<file path="src/rtl/clint_host_pkg.sv">
// clint_host_pkg: CLINT register offsets, request opcodes and sequencer
// states shared by clint_host and clint_bus_beat.
package clint_host_pkg;

    localparam logic [31:0] OFF_MSIP    = 32'h0000_0000;
    localparam logic [31:0] OFF_CMP_LO  = 32'h0000_4000;
    localparam logic [31:0] OFF_CMP_HI  = 32'h0000_4004;
    localparam logic [31:0] OFF_TIME_LO = 32'h0000_BFF8;
    localparam logic [31:0] OFF_TIME_HI = 32'h0000_BFFC;

    typedef enum logic [1:0] {
        OP_READ_TIME  = 2'b00,
        OP_WRITE_CMP  = 2'b01,
        OP_WRITE_MSIP = 2'b10,
        OP_RSVD       = 2'b11
    } op_e;

    typedef enum logic [1:0] {
        S_IDLE = 2'd0,
        S_BEAT = 2'd1,
        S_GAP  = 2'd2,
        S_DONE = 2'd3
    } state_e;

    // Time reads go hi, lo, hi; cmp writes go lo, hi, lo.
    function automatic logic [31:0] beat_offset(op_e op, logic [1:0] step);
        logic [31:0] off;
        off = OFF_MSIP;
        case (op)
            OP_READ_TIME: off = (step == 2'd1) ? OFF_TIME_LO : OFF_TIME_HI;
            OP_WRITE_CMP: off = (step == 2'd1) ? OFF_CMP_HI : OFF_CMP_LO;
            default:      off = OFF_MSIP;
        endcase
        return off;
    endfunction

endpackage

</file>
<file path="src/rtl/clint_bus_beat.sv">
// clint_bus_beat: one 32-bit valid/ready beat toward the CLINT.
// Optional per-beat watchdog enabled by CLINT_HOST_TIMEOUT_EN.
module clint_bus_beat
    import clint_host_pkg::*;
#(
    parameter int TIMEOUT_CYCLES = 255
) (
    input  logic        clk,
    input  logic        reset,
    input  logic        start,
    input  logic [31:0] addr,
    input  logic [3:0]  wmask,
    input  logic [31:0] wdata,
    output logic        done,
    output logic [31:0] rdata,
    output logic        timeout,
    output logic        mem_valid,
    output logic [31:0] mem_addr,
    output logic [3:0]  mem_wmask,
    output logic [31:0] mem_wdata,
    input  logic [31:0] mem_rdata,
    input  logic        mem_ready
);

    assign done  = mem_valid && mem_ready;
    assign rdata = mem_rdata;

`ifdef CLINT_HOST_TIMEOUT_EN
    localparam int TW = $clog2(TIMEOUT_CYCLES + 1);

    logic [TW-1:0] wait_cnt;

    always_ff @(posedge clk) begin
        if (reset || !mem_valid || mem_ready) begin
            wait_cnt <= '0;
        end else begin
            wait_cnt <= wait_cnt + 1'b1;
        end
    end

    assign timeout = mem_valid && !mem_ready &&
                     (wait_cnt == TW'(TIMEOUT_CYCLES - 1));
`else
    assign timeout = (TIMEOUT_CYCLES < 0);
`endif

    // Valid drops on the completing edge, so the next cycle is the gap
    // that swallows the responder's stale registered ready.
    always_ff @(posedge clk) begin
        if (reset) begin
            mem_valid <= 1'b0;
            mem_addr  <= '0;
            mem_wmask <= '0;
            mem_wdata <= '0;
        end else if (mem_valid) begin
            if (done || timeout) begin
                mem_valid <= 1'b0;
            end
        end else if (start) begin
            mem_valid <= 1'b1;
            mem_addr  <= addr;
            mem_wmask <= wmask;
            mem_wdata <= wdata;
        end
    end

endmodule

</file>
<file path="src/rtl/clint_host.sv">
// clint_host: sequences tear-free mtime reads and glitch-free mtimecmp writes
// as 32-bit beats. CLINT_HOST_TIMEOUT_EN enables the beat watchdog.
module clint_host
    import clint_host_pkg::*;
#(
    parameter logic [31:0] CLINT_BASE     = 32'h1100_0000,
    parameter int          MAX_RETRIES    = 3,
    parameter int          TIMEOUT_CYCLES = 255
) (
    input  logic        clk,
    input  logic        reset,
    input  logic        req_valid,
    input  logic [1:0]  req_op,
    input  logic [63:0] req_wdata,
    output logic        req_ready,
    output logic        resp_valid,
    output logic [63:0] resp_rdata,
    output logic        resp_err,
    output logic        mem_valid,
    output logic [31:0] mem_addr,
    output logic [3:0]  mem_wmask,
    output logic [31:0] mem_wdata,
    input  logic [31:0] mem_rdata,
    input  logic        mem_ready
);

    localparam int RW = (MAX_RETRIES > 0) ? $clog2(MAX_RETRIES + 1) : 1;

    state_e        state;
    op_e           op_q;
    logic [63:0]   wdata_q;
    logic [1:0]    step;
    logic [RW-1:0] retries;
    logic [31:0]   hi1;
    logic [31:0]   lo;

    op_e         cur_op;
    logic [1:0]  cur_step;
    logic [63:0] cur_wdata;
    logic        start;
    logic [31:0] beat_addr;
    logic [3:0]  beat_wmask;
    logic [31:0] beat_wdata;
    logic        done;
    logic        timeout;
    logic [31:0] rdata;

    // The first beat launches on the accept edge, before op_q is loaded.
    always_comb begin
        cur_op     = (state == S_IDLE) ? op_e'(req_op) : op_q;
        cur_step   = (state == S_IDLE) ? 2'd0 : step;
        cur_wdata  = (state == S_IDLE) ? req_wdata : wdata_q;
        start      = ((state == S_IDLE) && req_valid &&
                      (op_e'(req_op) != OP_RSVD)) || (state == S_GAP);
        beat_addr  = CLINT_BASE + beat_offset(cur_op, cur_step);
        beat_wmask = 4'h0;
        beat_wdata = 32'h0;
        case (cur_op)
            OP_WRITE_CMP: begin
                beat_wmask = 4'hF;
                case (cur_step)
                    2'd0:    beat_wdata = 32'hFFFF_FFFF;
                    2'd1:    beat_wdata = cur_wdata[63:32];
                    default: beat_wdata = cur_wdata[31:0];
                endcase
            end
            OP_WRITE_MSIP: begin
                beat_wmask = 4'b0001;
                beat_wdata = {31'b0, cur_wdata[0]};
            end
            default: ;
        endcase
    end

    clint_bus_beat #(
        .TIMEOUT_CYCLES(TIMEOUT_CYCLES)
    ) u_beat (
        .clk       (clk),
        .reset     (reset),
        .start     (start),
        .addr      (beat_addr),
        .wmask     (beat_wmask),
        .wdata     (beat_wdata),
        .done      (done),
        .rdata     (rdata),
        .timeout   (timeout),
        .mem_valid (mem_valid),
        .mem_addr  (mem_addr),
        .mem_wmask (mem_wmask),
        .mem_wdata (mem_wdata),
        .mem_rdata (mem_rdata),
        .mem_ready (mem_ready)
    );

    always_ff @(posedge clk) begin
        if (reset) begin
            state      <= S_IDLE;
            req_ready  <= 1'b1;
            resp_valid <= 1'b0;
            resp_err   <= 1'b0;
            resp_rdata <= '0;
            op_q       <= OP_READ_TIME;
            wdata_q    <= '0;
            step       <= '0;
            retries    <= '0;
            hi1        <= '0;
            lo         <= '0;
        end else begin
            resp_valid <= 1'b0;
            resp_err   <= 1'b0;
            resp_rdata <= '0;
            case (state)
                S_IDLE: begin
                    if (req_valid) begin
                        op_q      <= op_e'(req_op);
                        wdata_q   <= req_wdata;
                        step      <= '0;
                        retries   <= '0;
                        req_ready <= 1'b0;
                        if (op_e'(req_op) == OP_RSVD) begin
                            state      <= S_DONE;
                            resp_valid <= 1'b1;
                            resp_err   <= 1'b1;
                        end else begin
                            state <= S_BEAT;
                        end
                    end
                end
                S_BEAT: begin
                    if (timeout) begin
                        state      <= S_DONE;
                        resp_valid <= 1'b1;
                        resp_err   <= 1'b1;
                    end else if (done) begin
                        if (op_q == OP_READ_TIME) begin
                            if (step == 2'd0) begin
                                hi1   <= rdata;
                                step  <= 2'd1;
                                state <= S_GAP;
                            end else if (step == 2'd1) begin
                                lo    <= rdata;
                                step  <= 2'd2;
                                state <= S_GAP;
                            end else if (hi1 == rdata) begin
                                state      <= S_DONE;
                                resp_valid <= 1'b1;
                                resp_rdata <= {rdata, lo};
                            end else if (retries < RW'(MAX_RETRIES)) begin
                                // hi moved under us: re-read lo, then hi again
                                hi1     <= rdata;
                                retries <= retries + 1'b1;
                                step    <= 2'd1;
                                state   <= S_GAP;
                            end else begin
                                state      <= S_DONE;
                                resp_valid <= 1'b1;
                                resp_err   <= 1'b1;
                                resp_rdata <= {rdata, lo};
                            end
                        end else if (op_q == OP_WRITE_CMP && step != 2'd2) begin
                            step  <= step + 2'd1;
                            state <= S_GAP;
                        end else begin
                            state      <= S_DONE;
                            resp_valid <= 1'b1;
                        end
                    end
                end
                S_GAP: begin
                    state <= S_BEAT;
                end
                S_DONE: begin
                    state     <= S_IDLE;
                    req_ready <= 1'b1;
                end
                default: state <= S_IDLE;
            endcase
        end
    end

endmodule

</file>
<file path="config.mk">
export PLATFORM = sky130hd
export DESIGN_NAME = clint_host
export DESIGN_NICKNAME = d
export VERILOG_FILES = /design/src/rtl/clint_host_pkg.sv /design/src/rtl/clint_bus_beat.sv /design/src/rtl/clint_host.sv
export SDC_FILE = /design/constraint.sdc
export NUM_CORES = 1
export LEC_CHECK = 0
export BUFFER_PORTS_ARGS = -buffer_cell sky130_fd_sc_hd__buf_2
export CAP_MARGIN = 20
export CORE_MARGIN = 4
export CORE_UTILIZATION = 40
export DETAILED_ROUTE_END_ITERATION = 6
export PLACE_DENSITY = 0.65
export SYNTH_ARGS = -nofsm -noshare
export SYNTH_HDL_FRONTEND = slang
export SYNTH_SLANG_ARGS = --single-unit
</file>
<file path="constraint.sdc">
create_clock -name clk -period 5.1 [get_ports clk]
set_input_delay 1.02 -clock clk [delete_from_list [all_inputs] [get_ports clk]]
set_output_delay 1.02 -clock clk [all_outputs]
set_load 0.005 [all_outputs]
</file>
==> results of run 1 <==
==> critical path: stages <==
cell,delay (ns)
buf_2,0.12
xnor2_1,0.19
nand4_1,0.19
nor4_2,0.38
a31oi_2,0.29
nor4_4,0.45
buf_4,0.46
and2_1,0.19
==> kinds of logic after synthesis <==
group,after synthesis
AOI/OAI and AO/OA,192
buffers and inverters,111
other,1
adders and majority gates,7
muxes,36
and+or+nand+nor,445
DFF,241
xor gates and xnor gates,32
==> report_power, final <==
part	internal [mW]	switching, mW
clock	1.22	0.728
sequential	1.94	0.0346
combinational	0.122	0.191
==> layout by cell type (no fill, tap or decap), drive strengths merged, types with 2 or more instances in the layout <==
| master | instances |
|---|---|
| inv | 7 |
| clkbuf | 41 |
| ha | 7 |
| nor2 | 41 |
| buf | 232 |
| xnor2 | 32 |
| dfxtp | 241 |
| nand3 | 3 |
| nand4 | 8 |
| or3 | 4 |
| clkinv | 2 |
| mux2i | 35 |
| a31oi | 4 |
| conb | 16 |
| and2 | 65 |
| nor4 | 5 |
| a211oi | 3 |
| nand2 | 211 |
| o21bai | 2 |
| nor3 | 35 |
| o21ai | 6 |
| o22ai | 32 |
| bufinv | 3 |
| a21oi | 138 |
| nand2b | 68 |
| nor3b | 2 |
==> stage by stage <==
| step | hold slack (ns) | utilization [%] | instance area, µm² |
|---|---|---|---|
| 5_1_grt | 0.460 | 49.8 | 11300 |
| 3_5_place_dp | 0.439 | 45.8 | 10400 |
| 4_1_cts | 0.449 | 49.8 | 11300 |
| 3_3_place_gp | 0.432 | 45.8 | 10400 |
| 2_1_floorplan | 0.430 | - | 9350 |
| 6_report | 0.446 | 49.8 | 11300 |
==> cell usage after synthesis, drive strengths merged, types with 2 or more instances <==
library cell  instances  area [µm²]
a21oi               138         691
o21bai                2        15.0
a31oi                 4        31.3
o22ai                32         200
ha                    7        87.6
o21ai                 6        33.8
nand2b               68         425
inv                   6        22.5
xnor2                32         280
mux2i                35         350
or3                   4        25.0
clkbuf               65         251
a211oi                3        22.5
nand4                 8        50.1
nor3b                 2        15.0
and2                 65         407
nor4                  5        52.6
nand2               211         792
nor2                 41         154
nand3                 3        15.0
dfxtp               241        4820
nor3                 35         175
buf                  40         279
==> final cells by class <==
cell class	count	area [µm²]	share of cell area, %
sequential	241	4820	42.6
multi-input combinational	728	4000	35.2
tap	313	392	3.45
timing repair buffer	232	1190	10.5
inverter	6	22.5	0.199
clock buffer	41	798	7.04
clock inverter	6	109	0.960
==> flip-flops by register name, indices dropped and copies added (netlist names) <==
register / count
u_beat.mem_valid: 1
retries: 2
hi1: 32
u_beat.mem_addr: 3
req_ready: 1
step: 2
resp_valid: 1
resp_err: 1
state: 2
wdata_q: 64
u_beat.mem_wdata: 32
op_q: 2
lo: 32
resp_rdata: 64
u_beat.mem_wmask: 2
==> final timing paths <==
| check | slack, ns | endpoint | startpoint |
|---|---|---|---|
| hold reg to reg | 0.45 | resp_rdata[8]$_SDFF_PP0_ | lo[8]$_SDFFE_PP0P_ |
| setup reg to reg | 2.37 | u_beat.mem_wdata[29]$_SDFFE_PP0P_ | state[1]$_SDFFE_PP0P_ |
| setup / recovery | 2.21 | resp_rdata[61]$_SDFF_PP0_ | mem_rdata[7] |
| hold / removal | 0.45 | resp_rdata[8]$_SDFF_PP0_ | lo[8]$_SDFFE_PP0P_ |
==> routing by layer <==
| metal | part of all wire [%] | vias up | global-route usage, % |
|---|---|---|---|
| li1 | - | 3805 | - |
| met4 | 2.5 | 2 | 4.93 |
| met3 | 6.4 | 47 | 2.95 |
| met5 | 0.058 | - | 0 |
| met2 | 46 | 221 | 27.1 |
| met1 | 45 | 3428 | 22.9 |
==> results.toml, run 1 <==
[run_status]
status = "completed"

[detailed_routing]
wire_per_inst_um = 14.4
route.detailed.drc = 0
num_vias = 7503
routed_wl_mm = 22.6
detail-route-antenna-nets = 0
dr.pass1.iters = 6
drt-initial-drc-count = 426
avgViaCountPerCell = 4.79

[clock_network]
cts_setup_buffers = 0
clock_latency_ns = 0.51
htree_levels = 1
cts_root_buf = "clkbuf_16"
postCtsHoldBufs = 0
clockBufferDepth = 3
cts.clk_slew.worst_paths_ns = 0.06
cts_resized = 0
clock-sinks = 241
cts_tree = "yes"
cts_inserted_buffers = 26

[placement]
place.gp.congestion = 0.790
place_ws_ns = 1.70
io_buffer_count = 221
place_inst = 1520
dpl.hpwl_mm = 14.9

[yosys]
synth.avg_cell_area_um2 = 8.73
synth-simple-area-share_pct = 23.0
muxShareOfSynthArea_pct = 3.89
synth_seq_cells = 241
synth_ff_type = "dfxtp_1"
synth_fa_ha_area_share_pct = 0.942
synth-compound-area-share_pct = 11.3
syn_area_um2 = 9300
synth_top_family_by_area = "simple AND/OR/NAND/NOR gates"
synthCells = 1065
ys_types = 44
ys_seq_area_share_pct = 51.9
synth_xor_area_share_pct = 3.02
async_flop_share_pct = 0
synth_edf_count = 0
yosys_warnings = 0

[cells_and_area]
num-fill-cells = 2194
instances_no_fill = 1567
layout-drive-gt1-share_pct = 22.5
insertedDiodeCount = 0
final_nets = 1344
area_delta_synth_final_pct = 22.0

[timing]
drv_slew = 0
rsz0062_at_grt = "false"
final.min_clock_period_ns = 2.89
tns_ns = 0
tightest_slew_ns = 0.865
period_share_pct = 56.6
max_slew_margin_pct = 42.3
finalSetupViolations = 0
timing.fmax_mhz = 346
fin_ws_ns = 2.21
finalHoldViolCount = 0
fin_skew_ns = 0.0111

[pwr]
p_per_area_nw_per_um2 = 374
power_leakage_nw = 4.96
design_power_total_mw = 4.23
vdd_drop_max_mv = 0.241

[floorplan]
rows = 55
die_y_um = 160
pin_count = 238
design.die.area_um2 = 25700
start_util_pct = 40.8
core_area_um2 = 22800
die_w_um = 160

[global_route]
grt_pass1_wl_mm = 36.5
grt_max_degree = 129
antenna_found_initial = 1
gr-total-overflow = 0
first_global_vias = 7117
grt_use_total_pct = 16.7

[setup_path]
critPathMaxFanout = 59
required_ns = 5.55
critPathCaptureType = "register"
startpoint_type = "primary input"
worstPathArrival_ns = 3.34
crit_type = "primary input to register"
reg2regPathDepth = 8

[hold_path]
whs_path_depth = 1
holdCritPathClass = "register to register"

[job]
maxCapViolCount = 0
Power figures use the tool's default switching activity.
==> run 2, diff against run 1 <==
--- a/config.mk
+++ b/config.mk
@@ -10,7 +10,7 @@
 export CORE_MARGIN = 4
 export CORE_UTILIZATION = 40
 export DETAILED_ROUTE_END_ITERATION = 6
-export PLACE_DENSITY = 0.65
+export PLACE_DENSITY = 0.67
 export SYNTH_ARGS = -nofsm -noshare
 export SYNTH_HDL_FRONTEND = slang
 export SYNTH_SLANG_ARGS = --single-unit
==> constraint.sdc (replaced) <==
create_clock -name clk -period 2.5 [get_ports clk]
set_input_delay 0.5 -clock clk [delete_from_list [all_inputs] [get_ports clk]]
set_output_delay 0.5 -clock clk [all_outputs]
set_load 0.005 [all_outputs]
==> run 2 against run 1 <==
  * Clock skew grew 0.010 ns
  * Setup slack worse by 1.9 ns
  * Flip-flop and latch count stayed put
  * Critical endpoint is now resp_rdata[35]$_SDFF_PP0_
==> results.toml, run 2 (synthesized netlist as in run 1, its figures left out) <==
[setup_path]
critPathMaxFanout = 64
crit_chain = "xnor2_1, nand4_1, nor4_2, buf_4, a31oi_2, nor4_4, buf_12, and2_1"
required_ns = 2.95
startpoint_type = "register"
slowest_stage = "nor4_4"
worstPathArrival_ns = 2.65
critPathCaptureType = "register"
cpPeakStageDelay_ns = 0.36
crit_type = "register to register"

[clock_network]
clockBufferDepth = 3
htree_levels = 1
clock-sinks = 241
cts_resized = 0
cts.clk_slew.worst_paths_ns = 0.06
cts_root_buf = "clkbuf_16"
cts_setup_buffers = 0
cts_inserted_buffers = 25
postCtsHoldBufs = 0
cts_tree = "yes"
clock_latency_ns = 0.52

[pwr]
vdd_drop_max_mv = 0.456
power_leakage_nw = 4.99
design_power_total_mw = 8.15
p_per_area_nw_per_um2 = 717

[floorplan]
core_area_um2 = 22800
pin_count = 238
start_util_pct = 40.8
design.die.area_um2 = 25700
die_w_um = 160
die_y_um = 160
rows = 55

[detailed_routing]
dr.pass1.iters = 5
num_vias = 7550
avgViaCountPerCell = 4.80
routed_wl_mm = 22.3
route.detailed.drc = 0
drt-initial-drc-count = 445
detail-route-antenna-nets = 0
wire_per_inst_um = 14.2

[timing]
max_slew_margin_pct = 52.8
rsz0062_at_grt = "false"
fin_skew_ns = 0.0215
timing.fmax_mhz = 454
tightest_slew_ns = 0.703
final.min_clock_period_ns = 2.20
finalHoldViolCount = 0
whs_ns = 0.215
finalSetupViolations = 0
drv_slew = 0
period_share_pct = 88.1
tns_ns = 0

[placement]
dpl.hpwl_mm = 14.7
io_buffer_count = 221
placed_area_um2 = 10600
place.gp.congestion = 0.844

[global_route]
grt_max_degree = 103
antenna_found_initial = 1
gr-total-overflow = 0
grt_use_total_pct = 16.5
first_global_vias = 7278
grt_pass1_wl_mm = 36.1

[job]
maxCapViolCount = 0

[cells_and_area]
utilization_pct = 49.9
layout_commonest_cell = "dfxtp_1"
layout_common_cells = "dfxtp_1 (241), buf_2 (220), nand2_1 (210)"
final_nets = 1352
largestRegisters = "resp_rdata x64, wdata_q x64"
area_delta_synth_final_pct = 22.2
layout-drive-gt1-share_pct = 23.0
insertedDiodeCount = 0
final_area_um2 = 11400

[hold_path]
holdCritPathClass = "primary input to register"

[run_status]
status = "completed"
run 2: cell type report:
class | count | area, µm²
sequential | 241 | 4820
clock buffer | 36 | 727
tap | 313 | 392
timing repair buffer | 241 | 1360
clock inverter | 7 | 38.8
multi-input combinational | 728 | 4000
fill | 2175 | 11400
inverter | 6 | 22.5
run 2: worst max-delay path: cells and delay by family, from the launching register on:
kind / cells / cell delay (ns)
AND/OR/NAND/NOR: 4 / 0.99
buffers and inverters: 2 / 0.42
flip-flops: 1 / 0.32
XOR/XNOR: 1 / 0.19
AO/OA/AOI/OAI: 1 / 0.17
run 2: final timing paths:
check | start | to | slack [ns] | cells past startpoint
max | hi1[27]$_SDFFE_PP0P_ | resp_rdata[35]$_SDFF_PP0_ | 0.30 | 8
min | req_wdata[59] | wdata_q[59]$_SDFFE_PP0P_ | 0.21 | 3
max reg2reg | hi1[27]$_SDFFE_PP0P_ | resp_rdata[35]$_SDFF_PP0_ | 0.30 | 8
min reg2reg | lo[5]$_SDFFE_PP0P_ | resp_rdata[5]$_SDFF_PP0_ | 0.45 | 1
run 2: per-stage QoR:
stage / cells / worst slack (ns)
floorplan: 1080 / 0.385
global placement: 1529 / 0.0736
detailed placement: 1529 / -0.0181
CTS: 1572 / 0.289
global route: 1572 / 0.108
finish: 1572 / 0.298
run 2: where the power goes:
group          internal (mW)  switching [mW]
combinational          0.276           0.398
sequential              3.95          0.0687
clock                   2.01            1.45
total                   6.23            1.91
run 2: per-layer routing:
metal  wire length [µm]  vias up  GRT usage [%]
met4                666        2           5.48
met5                 18        -              0
met3               1140       48           2.80
li1                   -     3822              -
met2              10600      212           28.1
met1               9840     3466           21.3
